===== config.mk =====
export PLATFORM = sky130hd
export DESIGN_NAME = traffic_light_arbiter
export DESIGN_NICKNAME = d
export VERILOG_FILES = /design/src/rtl/traffic_pkg.sv /design/src/rtl/rr_arbiter.sv /design/src/rtl/traffic_light_arbiter.sv
export SDC_FILE = /design/constraint.sdc
export NUM_CORES = 1
export LEC_CHECK = 0
export CAP_MARGIN = 10
export CORE_AREA = 3 3 70 72
export DETAILED_ROUTE_END_ITERATION = 7
export DIE_AREA = 0 0 73 75
export SYNTH_ARGS = -nofsm -noshare
export SYNTH_HDL_FRONTEND = slang
export SYNTH_SLANG_ARGS = --single-unit

===== constraint.sdc =====
create_clock -name clk -period 2.9 [get_ports clk]
set_clock_uncertainty 0.15 [all_clocks]
set_input_delay 0.435 -clock clk [delete_from_list [all_inputs] [get_ports clk]]
set_output_delay 0.435 -clock clk [all_outputs]
set_load 0.1 [all_outputs]

===== src/rtl/traffic_pkg.sv =====
// Shared types for the traffic-light arbiter: per-approach light encoding and FSM states.
package traffic_pkg;

    typedef enum logic [1:0] {
        LightRed    = 2'b00,
        LightGreen  = 2'b01,
        LightYellow = 2'b10
    } light_t;

    typedef enum logic [1:0] {
        StIdle,
        StGreen,
        StYellow,
        StClear
    } state_t;

endpackage


===== src/rtl/rr_arbiter.sv =====
// Combinational round-robin pick: first requester strictly after last_i, wrapping N-1 -> 0.
module rr_arbiter #(
    parameter int unsigned N    = 4,
    parameter int unsigned IdxW = 2
) (
    input  logic [N-1:0]    req_i,
    input  logic [IdxW-1:0] last_i,
    output logic            any_req_o,
    output logic [IdxW-1:0] winner_o
);

    logic            found;
    logic [IdxW-1:0] idx;

    always_comb begin
        any_req_o = |req_i;
        winner_o  = '0;
        found     = 1'b0;
        idx       = '0;
        for (int unsigned i = 1; i <= N; i++) begin
            idx = IdxW'((32'(last_i) + i) % N);
            if (!found && req_i[idx]) begin
                found    = 1'b1;
                winner_o = idx;
            end
        end
    end

endmodule


===== src/rtl/traffic_light_arbiter.sv =====
// N-approach traffic-light controller: round-robin green, min/max green timing, then yellow.
// Define ALL_RED_CLEAR_EN to insert an all-red clearance phase between yellow and idle.
module traffic_light_arbiter
    import traffic_pkg::*;
#(
    parameter int unsigned N_APPROACH     = 4,
    parameter int unsigned TIMER_W        = 8,
    parameter int unsigned MIN_GREEN      = 4,
    parameter int unsigned MAX_GREEN      = 16,
    parameter int unsigned YELLOW_CYCLES  = 3,
    parameter int unsigned ALL_RED_CYCLES = 2,
    localparam int unsigned IdxW          = (N_APPROACH > 1) ? $clog2(N_APPROACH) : 1
) (
    input  logic                    clk,
    input  logic                    reset,
    input  logic [N_APPROACH-1:0]   car_detected,
    output logic [2*N_APPROACH-1:0] light_state,
    output logic [IdxW-1:0]         grant_idx,
    output logic                    timer_expired
);

    if (N_APPROACH < 2 || MIN_GREEN < 1 || MAX_GREEN < MIN_GREEN || YELLOW_CYCLES < 1 ||
        ALL_RED_CYCLES < 1) begin : g_param_check
        $error("traffic_light_arbiter: illegal parameter combination");
    end

    state_t                  state_q, state_d;
    logic [TIMER_W-1:0]      cnt_q, cnt_d;
    logic [IdxW-1:0]         grant_q, grant_d;
    logic [IdxW-1:0]         ptr_q, ptr_d;
    logic [2*N_APPROACH-1:0] light_q, light_d;
    logic                    expired_q, expired_d;

    logic                    any_req;
    logic [IdxW-1:0]         winner;
    logic [N_APPROACH-1:0]   grant_mask;
    logic                    others_req;
    logic [TIMER_W-1:0]      cnt_inc;

    rr_arbiter #(
        .N    (N_APPROACH),
        .IdxW (IdxW)
    ) u_rr_arbiter (
        .req_i     (car_detected),
        .last_i    (ptr_q),
        .any_req_o (any_req),
        .winner_o  (winner)
    );

    always_comb begin
        state_d    = state_q;
        cnt_d      = cnt_q;
        grant_d    = grant_q;
        ptr_d      = ptr_q;
        expired_d  = 1'b0;
        light_d    = '0;
        grant_mask = '0;
        grant_mask[grant_q] = 1'b1;
        others_req = |(car_detected & ~grant_mask);
        cnt_inc    = (cnt_q == '1) ? cnt_q : cnt_q + 1'b1;

        unique case (state_q)
            StIdle: begin
                if (any_req) begin
                    state_d = StGreen;
                    grant_d = winner;
                    ptr_d   = winner;
                    cnt_d   = '0;
                end
            end
            StGreen: begin
                if (cnt_q >= TIMER_W'(MIN_GREEN - 1) &&
                    (!car_detected[grant_q] ||
                     (others_req && cnt_q >= TIMER_W'(MAX_GREEN - 1)))) begin
                    state_d   = StYellow;
                    cnt_d     = '0;
                    expired_d = 1'b1;
                end else begin
                    cnt_d = cnt_inc;
                end
            end
            StYellow: begin
                if (cnt_q == TIMER_W'(YELLOW_CYCLES - 1)) begin
`ifdef ALL_RED_CLEAR_EN
                    state_d   = StClear;
`else
                    state_d   = StIdle;
`endif
                    cnt_d     = '0;
                    expired_d = 1'b1;
                end else begin
                    cnt_d = cnt_inc;
                end
            end
`ifdef ALL_RED_CLEAR_EN
            StClear: begin
                if (cnt_q == TIMER_W'(ALL_RED_CYCLES - 1)) begin
                    state_d   = StIdle;
                    cnt_d     = '0;
                    expired_d = 1'b1;
                end else begin
                    cnt_d = cnt_inc;
                end
            end
`endif
            default: state_d = StIdle;
        endcase

        // Lights follow the next state so they change on the same edge as the FSM.
        for (int unsigned i = 0; i < N_APPROACH; i++) begin
            if (IdxW'(i) == grant_d && state_d == StGreen) begin
                light_d[2*i +: 2] = LightGreen;
            end else if (IdxW'(i) == grant_d && state_d == StYellow) begin
                light_d[2*i +: 2] = LightYellow;
            end
        end
    end

    always_ff @(posedge clk or negedge reset) begin
        if (!reset) begin
            state_q   <= StIdle;
            cnt_q     <= '0;
            grant_q   <= '0;
            ptr_q     <= IdxW'(N_APPROACH - 1);
            light_q   <= '0;
            expired_q <= 1'b0;
        end else begin
            state_q   <= state_d;
            cnt_q     <= cnt_d;
            grant_q   <= grant_d;
            ptr_q     <= ptr_d;
            light_q   <= light_d;
            expired_q <= expired_d;
        end
    end

    assign light_state   = light_q;
    assign grant_idx     = grant_q;
    assign timer_expired = expired_q;

endmodule


### Yosys cells after proc, flatten, opt, wreduce, memory -nomap -nowiden

Index checks and enable logic that the tools add are counted.
Widths: inputs -> output; s select.

| storage, ports and cells | value |
|---|---|
| word-level logic and storage cells | 98 |
| output and inout bits | 11 |
| register bits | 23 |
| input bits | 6 |

| operators by class | value |
|---|---|
| equal/unequal tests | 10 |
| bitwise operators | 2 |
| add/sub/neg operators | 5 |
| reduce and logical (&&, ||, !) cells | 26 |
| multiplexer cells | 41 |
| order comparisons | 8 |

Operators by type and width:

| operator | number |
|---|---|
| $mux 2 | 17 |
| $mux 8 | 4 |
| $pmux 8 s3 | 1 |
| $lt 2x3->1 const B | 5 |
| $logic_and 1x1->1 | 14 |
| $mux 1 | 11 |
| $bmux 1 s2 | 5 |
| $add 8x1->8 const B | 1 |
| $eq 8x2->1 const B | 1 |
| $eq 8x8->1 const B | 1 |
| $ge 8x2->1 const B | 1 |
| $ge 8x4->1 const B | 1 |
| $reduce_or 4->1 | 2 |
| $pmux 2 s3 | 1 |
| $add 2x1->2 const B | 2 |
| $add 2x2->2 const B | 2 |
| $and 4x4->4 | 1 |
| $eq 2x1->1 const B | 2 |
| $eq 2x2->1 const A | 2 |
| $eq 2x2->1 const B | 2 |
| $logic_not 1->1 | 4 |
| $logic_not 2->1 | 2 |
| $not 4->4 | 1 |
| $reduce_and 2->1 | 2 |
| 7 further kinds | 7 |

### Depth between registers and ports, before layout

Gate-level depths: netlist of run 1.

| logic depth | value |
|---|---|
| depth in word-level cells | 19 |
| depth in mapped cells | 8 |
| gate-level depth less buffers | 7 |

### Modules after synthesis

Synthesis of run 1 repeated with hierarchy kept, for this count alone.

| unflattened totals | value |
|---|---|
| cell total of the unflattened synthesis | 147 |
| area total of the unflattened synthesis | 1385.1 sq um |

By module, submodules not included:

| module | cells each | area each (sq um) | instances | seq. area each (sq um) |
|---|---|---|---|---|
| traffic_light_arbiter | 133 | 1303.8 | 1 | 578.1 |
| rr_arbiter | 14 | 81.3 | 1 | 0.0 |

### Worst setup path after synthesis of run 1

No wires, ideal clock.

| path | value |
|---|---|
| kind | register to register |
| start | register grant_q[0], in the netlist grant_idx[0] |
| end | register cnt_q[1] |
| buffers on the path | 1 |
| stages on the path, launching flop included | 7 |
| setup slack | 390 ps |
| arrival time | 2267 ps |
| cells stage by stage | dfrtp_1 or3b_4 a2111oi_4 o211ai_2 and3_4 buf_6 a221oi_2 |

| between the ends | value |
|---|---|
| word-level cells in the longest chain between the ends | 12 |
| elaborated cells between the ends (all ways) | 16 |

RTL lines:

| item | RTL line | RTL |
|---|---|---|
| start: declaration | traffic_light_arbiter.sv:29 | `logic [IdxW-1:0] grant_q, grant_d;` |
| start signal: assignment | traffic_light_arbiter.sv:130 | `grant_q <= grant_d;` |
| $lt 2x3->1 (not written as such) / $ge 2x1->1 (equally long branches) | traffic_light_arbiter.sv:58 | `grant_mask[grant_q] = 1'b1;` |
| $logic_and 1x1->1 (not written as such) | traffic_light_arbiter.sv:58 |  |
| $mux 1 (not written as such) | traffic_light_arbiter.sv:58 |  |
| $demux 1 s2 | traffic_light_arbiter.sv:58 |  |
| $not 4->4 | traffic_light_arbiter.sv:59 | `others_req = \|(car_detected & ~grant_mask);` |
| $and 4x4->4 | traffic_light_arbiter.sv:59 |  |
| $reduce_or 4->1 | traffic_light_arbiter.sv:59 |  |
| $logic_and 1x1->1 | traffic_light_arbiter.sv:74 | `(others_req && cnt_q >= TIMER_W'(MAX_GREEN - 1)))) begin` |
| $logic_or 1x1->1 (*) | traffic_light_arbiter.sv:73 | `(!car_detected[grant_q] \|\|` |
| $logic_and 1x1->1 (*) | traffic_light_arbiter.sv:72 | `if (cnt_q >= TIMER_W'(MIN_GREEN - 1) &&` |
| $mux 8 (*) | traffic_light_arbiter.sv:72 |  |
| $pmux 8 s3 (*) | traffic_light_arbiter.sv:62 | `unique case (state_q)` |
| end signal: assignment | traffic_light_arbiter.sv:129 | `cnt_q <= cnt_d;` |
| end: declaration | traffic_light_arbiter.sv:28 | `logic [TIMER_W-1:0] cnt_q, cnt_d;` |

Every way passes the cells marked *; elsewhere a longest branch is shown, timed or not. The select of a mux whose other input is x is not followed.
A chain may end at the register's enable or synchronous reset.

### Worst setup path after layout of run 1

| path | value |
|---|---|
| start | input port car_detected[3] |
| end | register light_q[1], in the netlist light_state[1] |

| between the ends | value |
|---|---|
| elaborated cells between the ends (all ways) | 42 |

RTL lines:

| item | RTL line | RTL |
|---|---|---|
| start: declaration | traffic_light_arbiter.sv:16 | `input logic [N_APPROACH-1:0] car_detected,` |
| $bmux 1 s2 / $and 4x4->4 (equally long branches) | traffic_light_arbiter.sv:73, traffic_light_arbiter.sv:59 |  |
| $mux 1 (not written as such) / $reduce_or 4->1 (equally long branches) | traffic_light_arbiter.sv:73, traffic_light_arbiter.sv:59 |  |
| $logic_not 1->1 / $logic_and 1x1->1 (equally long branches) | traffic_light_arbiter.sv:73, traffic_light_arbiter.sv:74 |  |
| $logic_or 1x1->1 | traffic_light_arbiter.sv:73 |  |
| $logic_and 1x1->1 | traffic_light_arbiter.sv:72 |  |
| $mux 2 | traffic_light_arbiter.sv:72 |  |
| $pmux 2 s3 (*) | traffic_light_arbiter.sv:62 |  |
| via state_d[0] | traffic_light_arbiter.sv:27 | `state_t state_q, state_d;` |
| $eq 2x2->1 | traffic_light_arbiter.sv:113 | `end else if (IdxW'(i) == grant_d && state_d == StYellow) begin` |
| $logic_and 1x1->1 | traffic_light_arbiter.sv:113 |  |
| $mux 2 | traffic_light_arbiter.sv:113 |  |
| $mux 2 (*) | traffic_light_arbiter.sv:111 | `if (IdxW'(i) == grant_d && state_d == StGreen) begin` |
| via light_d[1] | traffic_light_arbiter.sv:31 | `logic [2*N_APPROACH-1:0] light_q, light_d;` |
| end signal: assignment | traffic_light_arbiter.sv:132 | `light_q <= light_d;` |
| end: declaration | traffic_light_arbiter.sv:31 |  |

The timed path passes the listed nets; every way through them passes the cells marked *. The select of a mux whose other input is x is not followed.

==> results.py, run 1 <==
metrics = {
    "yosys": {
        "synth_area_per_cell_sq_um": 10.1,
        "async_reset_ff_share_pct": 100,
        "synth.area.mux_share_pct": 1.33,
        "yosys_warnings": 0,
        "synthAdderAreaFrac_pct": 5.82,
        "synth_edf_count": 0,
        "ys_ff_latch": 23,
        "syn_inst": 149,
        "synth.distinct_cells": 56,
        "synth_top_family_by_area": "compound AO/OA/AOI/OAI gates",
        "postSynthNetCount": 162,
        "netlist_area_sq_mm": 0.00151,
        "synth_top_area_cell": "dfrtp_1",
        "ys.flop_type": "dfrtp_1",
        "synth_top_area_share_pct": 34.9,
        "yosys-top-cells-area": "dfrtp_1 (35%), ha_1 (5.8%), a21oi_1 (3.7%)",
        "yosys.area_share.simple_pct": 21.4,
        "synth_compound_area_share_pct": 25.5,
        "synthXorXnorAreaFrac_pct": 1.75,
        "seq_area_frac_synth_pct": 38.4,
    },
    "clock_network": {
        "path_clk_slew_ns": 0.08,
        "htreeDepth": 1,
        "cts_tree": "done",
        "ctsLongestPathBuffers": 2,
        "clockRootBuffer": "clkbuf_8",
        "clk_latency_ns": 0.27,
        "numCtsBuffers": 3,
        "post_cts.repair.setup_buffers": 0,
        "cts-resized-gates": 0,
        "cts_hold_buf": 0,
        "cts_sinks": 23,
    },
    "layout": {
        "multiInputGateArea_sq_um": 848,
        "drive_above_1_share_pct": 22.6,
        "register_area_sq_um": 578,
        "fill_cells": 438,
        "syn2layout_area_growth_pct": 14.9,
        "nNetsFinal": 178,
        "final_area_sq_mm": 0.00173,
        "n_antenna_cell": 0,
        "fin_util_pct": 39.7,
    },
    "place": {
        "io_buffers": 16,
        "pre_cts_ws_ns": -0.0193,
        "place.gp.congestion": 0.806,
        "placed_cell_area_sq_mm": 0.00167,
        "dp_hpwl_mm": 2.37,
    },
    "sta": {
        "post-route-min-period_ns": 2.52,
        "fin_hold_ws_ns": 0.336,
        "fmax_mhz": 397,
        "finalSetupViolations": 0,
        "fin_ws_ns": 0.383,
        "finalHoldViolCount": 0,
        "relSlewSlack_pct": 48.5,
        "rsz0062_at_grt": "false",
        "slew_violations": 0,
        "tightest_slew_ns": 0.773,
        "period_share_pct": 86.8,
    },
    "setup_path": {
        "critPathArrivalTime_ns": 2.50,
        "ff2ff_setup_slack_ns": 0.48,
        "cpPeakStageDelay_ns": 0.74,
        "cp_cell_sequence": "clkdlybuf4s50_1 > mux2i_1 > a221oi_1 > o21ai_0 > a31oi_1 > nor4b_1",
        "endpoint": "light_state[1]$_DFF_PN0_",
        "required_ns": 2.88,
        "path_class": "in2reg",
        "ff2ff_path_depth": 6,
        "critical-path-slowest-cell": "clkdlybuf4s50_1",
        "cp_max_fo": 10,
        "start_kind": "input port",
        "rr_startpoint": "state_q[0]$_DFF_PN0_",
        "worst_r2r_endpoint": "light_state[1]$_DFF_PN0_",
        "end_kind": "flip-flop",
        "cp-startpoint": "car_detected[3]",
    },
    "pwr": {
        "power.switching_mw": 0.750,
        "pwr-share-clk_pct": 13.2,
        "combPwrFrac_pct": 54.7,
        "swShare_pct": 49.1,
        "intPower_mw": 0.779,
        "p_seq_share_pct": 32.1,
        "p_leak_nw": 0.720,
        "peakVddDrop_v": 0.000289,
        "pwr_density_cell_mw_per_mm2": 884,
    },
    "grt": {
        "grt_pass1_vias": 1203,
        "grt_max_degree": 24,
        "grt_overflow": 0,
        "grt_pass1_wl_mm": 5.40,
        "grtUsageTotal_pct": 12.5,
        "antenna_found_initial": 0,
    },
    "detailed_routing": {
        "vias": 1200,
        "vias_per_cell": 5.56,
        "firstDrtPassIters": 4,
        "route.detailed.drc": 0,
        "final_antenna_net_count": 0,
        "drt-initial-drc-count": 49,
        "drt_wl_total_mm": 3.17,
        "wl_per_cell_microns": 14.7,
    },
    "outcome": {
        "status": "completed",
    },
    "job": {
        "drv_cap": 0,
    },
    "floorplanning": {
        "dieArea_sq_mm": 0.00548,
        "die_height_microns": 75,
        "core_area_sq_mm": 0.00435,
        "fp-row-count": 24,
        "io_pins": 17,
        "die_x_microns": 73,
        "start_util_pct": 34.6,
    },
    "hold_path": {
        "hold_start": "ptr_q[0]$_DFFE_PN1P_",
        "min_path_type": "reg2reg",
    },
}
-- worst max-delay path: cells and delay by family --
kind / cells / cell delay, ns
and+or+nand+nor: 1 / 0.12
muxes: 1 / 0.17
buffers and inverters: 1 / 0.74
AOI/OAI and AO/OA: 3 / 1.03
-- placed cells by master, fill, tap and decap left out, types with 5 or more instances in the layout --
cell and n:
nand2_1 9, inv_1 7, nor3_1 6, clkdlybuf4s50_1 5
dfrtp_1 21, nor2_1 6, a21oi_1 11, nand2b_1 6
buf_4 15, ha_1 7
-- kinds of logic (layout without fill, tap and decap cells) --
kind of cell | Yosys count | after routing
xor+xnor | 3 | 3
fa+ha+maj | 7 | 7
buf+inv | 16 | 31
flops | 23 | 23
mux | 2 | 2
simple gates | 53 | 53
compound gates | 45 | 45
-- metal layers --
layer	vias up	share of wire [%]	GRT usage, %
li1	586	-	-
met1	592	46	16.1
met2	18	50	21.7
met3	4	2.4	1.20
met4	0	1.5	4.92
met5	-	0	0
-- worst min path at each step --
stage / to / cells past startpoint
2_1_floorplan: cnt_q[0]$_DFFE_PN0P_ / 0
3_3_place_gp: ptr_q[0]$_DFFE_PN1P_ / 2
3_5_place_dp: ptr_q[0]$_DFFE_PN1P_ / 2
4_1_cts: ptr_q[0]$_DFFE_PN1P_ / 2
5_1_grt: ptr_q[0]$_DFFE_PN1P_ / 2
6_report: ptr_q[0]$_DFFE_PN1P_ / 2
-- power by group through the flow --
stage               combinational [mW]  sequential (mW)  clock [mW]
floorplan                        0.482            0.683           0
global placement                 0.816            0.490           0
detailed placement               0.824            0.497           0
CTS                              0.825            0.491       0.211
global route                     0.914            0.505       0.223
finish                           0.836            0.491       0.202
-- registers in the layout (all words and copies together) (netlist names) --
register / count
ptr_q: 2
state_q: 2
light_state: 8
grant_idx: 2
cnt_q: 8
timer_expired: 1
-- stage by stage --
stage	power (mW)	setup TNS (ns)	cells
after CTS	1.53	0	216
after global placement	1.31	0	212
after global routing	1.64	0	216
after floorplan	1.17	0	149
final	1.53	0	216
after detailed placement	1.32	-0.0193	212
-- area by class of cell --
cell class	instances	area share (%)
clock buffers	3	2.39
well taps	52	3.76
inverters	7	1.52
clock inverters	1	0.434
flip-flops and latches	23	33.4
multi-input cells	110	49.1
repair buffers	20	9.41
-- cells in the mapped netlist, types with 2 or more instances --
library cell  count
inv_1             7
a31oi_1           2
o22ai_1           2
dfrtp_1          21
nor2_1            6
a21o_1            3
clkbuf_1          3
nand3b_1          2
mux2i_1           2
nor3b_1           2
nand3_1           4
a31o_2            2
nor2b_1           3
a21oi_1          11
buf_2             2
nor4b_1           4
nor3_1            6
nand2_1           9
a21bo_2           2
a221oi_1          2
buf_6             3
ha_1              7
or3b_1            2
nand2b_1          6
nor4_1            2
o21ai_0           2
dfstp_2           2
xor2_1            2
(Power assumes the default switching activity.)
==> inputs of run 2 (changes only) <==
- CTS_CLUSTER_SIZE: not set -> 28
==> results of run 2 <==
No change in the layout: final DEF, timing and power equal those of run 1.
==> inputs of run 3 (changes only) <==
- clock period: 2.9 -> 3.1 ns (I/O delays scaled with it)
==> results.py, run 3 (same netlist as run 1, synthesis figures left out) <==
metrics = {
    "outcome": {
        "status": "completed",
    },
    "layout": {
        "nNetsFinal": 177,
        "final_cells": 215,
        "syn2layout_area_growth_pct": 13.7,
        "n_antenna_cell": 0,
        "final_area_sq_mm": 0.00171,
        "final_common_cell": "dfrtp_1",
        "drive_above_1_share_pct": 21.5,
        "layout_common_cells": "dfrtp_1 (21), buf_4 (14), a21oi_1 (11)",
        "fin_util_pct": 39.3,
    },
    "setup_path": {
        "critPathArrivalTime_ns": 2.59,
        "start_kind": "input port",
        "cpPeakStageDelay_ns": 0.61,
        "end_kind": "flip-flop",
        "critical-path-slowest-cell": "clkdlybuf4s50_1",
        "cp.buffers_inverters": 1,
        "cp_cell_sequence": "clkdlybuf4s50_1 > or3b_4 > a2111oi_4 > nor2_1 > a31oi_1 > nor4b_1",
        "cp_max_fo": 10,
        "required_ns": 3.08,
        "path_class": "in2reg",
        "cp_top_family": "compound AO/OA/AOI/OAI gates",
    },
    "clock_network": {
        "cts-resized-gates": 0,
        "ctsLongestPathBuffers": 2,
        "path_clk_slew_ns": 0.08,
        "clk_latency_ns": 0.26,
        "htreeDepth": 1,
        "cts_tree": "done",
        "cts_hold_buf": 0,
        "clockRootBuffer": "clkbuf_8",
        "numCtsBuffers": 3,
        "post_cts.repair.setup_buffers": 0,
        "cts_sinks": 23,
    },
    "grt": {
        "grtUsageTotal_pct": 11.4,
        "grt_overflow": 0,
        "grt_pass1_wl_mm": 5.03,
        "antenna_found_initial": 0,
        "grt_pass1_vias": 1149,
        "grt_max_degree": 23,
    },
    "pwr": {
        "swShare_pct": 48.8,
        "p_leak_nw": 0.714,
        "pwr_density_cell_mw_per_mm2": 823,
        "power.switching_mw": 0.688,
        "p_seq_share_pct": 32.3,
        "combPwrFrac_pct": 54.7,
        "total_power_mw": 1.41,
        "intPower_mw": 0.722,
        "peakVddDrop_v": 0.000256,
        "pwr-share-clk_pct": 13.0,
    },
    "detailed_routing": {
        "firstDrtPassIters": 4,
        "vias_per_cell": 5.51,
        "drt_wl_total_mm": 3.09,
        "route.detailed.drc": 0,
        "vias": 1184,
        "drt-initial-drc-count": 39,
        "final_antenna_net_count": 0,
        "wl_per_cell_microns": 14.4,
    },
    "sta": {
        "post-route-min-period_ns": 2.62,
        "finalHoldViolCount": 0,
        "period_share_pct": 84.4,
        "relSlewSlack_pct": 34.6,
        "fin_ws_ns": 0.484,
        "fin_hold_ws_ns": 0.350,
        "slew_violations": 0,
        "rsz0062_at_grt": "false",
        "fmax_mhz": 382,
        "tightest_slew_ns": 0.978,
        "finalSetupViolations": 0,
        "timing.setup.tns_ns": 0,
    },
    "place": {
        "io_buffers": 16,
        "place.gp.congestion": 0.811,
        "pre_cts_ws_ns": 0.172,
        "dp_hpwl_mm": 2.33,
        "dp.cells": 211,
        "placed_cell_area_sq_mm": 0.00167,
    },
    "job": {
        "drv_cap": 0,
    },
    "floorplanning": {
        "dieArea_sq_mm": 0.00548,
        "io_pins": 17,
        "start_util_pct": 34.6,
        "fp-row-count": 24,
        "die_x_microns": 73,
        "core_area_sq_mm": 0.00435,
        "die_height_microns": 75,
    },
    "hold_path": {
        "min_path_type": "reg2reg",
    },
}
==> run 3: final timing paths <==
kind                            cells after the start                       end  slack (ns)                 start
worst max-delay path                                6  light_state[7]$_DFF_PN0_        0.48       car_detected[1]
worst min-delay path                                2      ptr_q[0]$_DFFE_PN1P_        0.35  ptr_q[0]$_DFFE_PN1P_
worst max register to register                      6  light_state[5]$_DFF_PN0_        0.57  state_q[0]$_DFF_PN0_
worst min register to register                      2      ptr_q[0]$_DFFE_PN1P_        0.35  ptr_q[0]$_DFFE_PN1P_
max in group asynchronous                           2      ptr_q[0]$_DFFE_PN1P_        1.51                 reset
min in group asynchronous                           1  light_state[3]$_DFF_PN0_        0.59                 reset
==> run 3: power groups by stage <==
| stage | Sequential, mW | Combinational (mW) | Clock [mW] |
|---|---|---|---|
| after floorplan | 0.639 | 0.451 | 0 |
| after global placement | 0.456 | 0.762 | 0 |
| after detailed placement | 0.463 | 0.772 | 0 |
| after CTS | 0.456 | 0.774 | 0.191 |
| after global routing | 0.468 | 0.829 | 0.202 |
| final | 0.455 | 0.770 | 0.184 |
==> run 3: layer usage <==
metal	part of all wire, %	track usage, %	vias up
li1	-	-	588
met1	47	14.3	577
met2	50	20.9	17
met3	2.5	1.20	2
met4	0.49	3.07	0
met5	0	0	-
==> run 3: area by class of cell <==
| class | count | area [sq um] |
|---|---|---|
| multi-input cells | 110 | 841 |
| clock buffers | 3 | 41.3 |
| flip-flops and latches | 23 | 578 |
| well taps | 52 | 65.1 |
| clock inverters | 1 | 5.00 |
| repair buffers | 19 | 155 |
| inverters | 7 | 26.3 |
| fillers | 428 | 2640 |
==> run 3: worst reg2reg max path: stages (launching register included) <==
cell	delay [ns]
dfrtp_1	0.42
inv_1	0.12
ha_1	0.40
o41ai_4	0.20
o41ai_1	0.72
nand2_1	0.16
nor4b_1	0.26
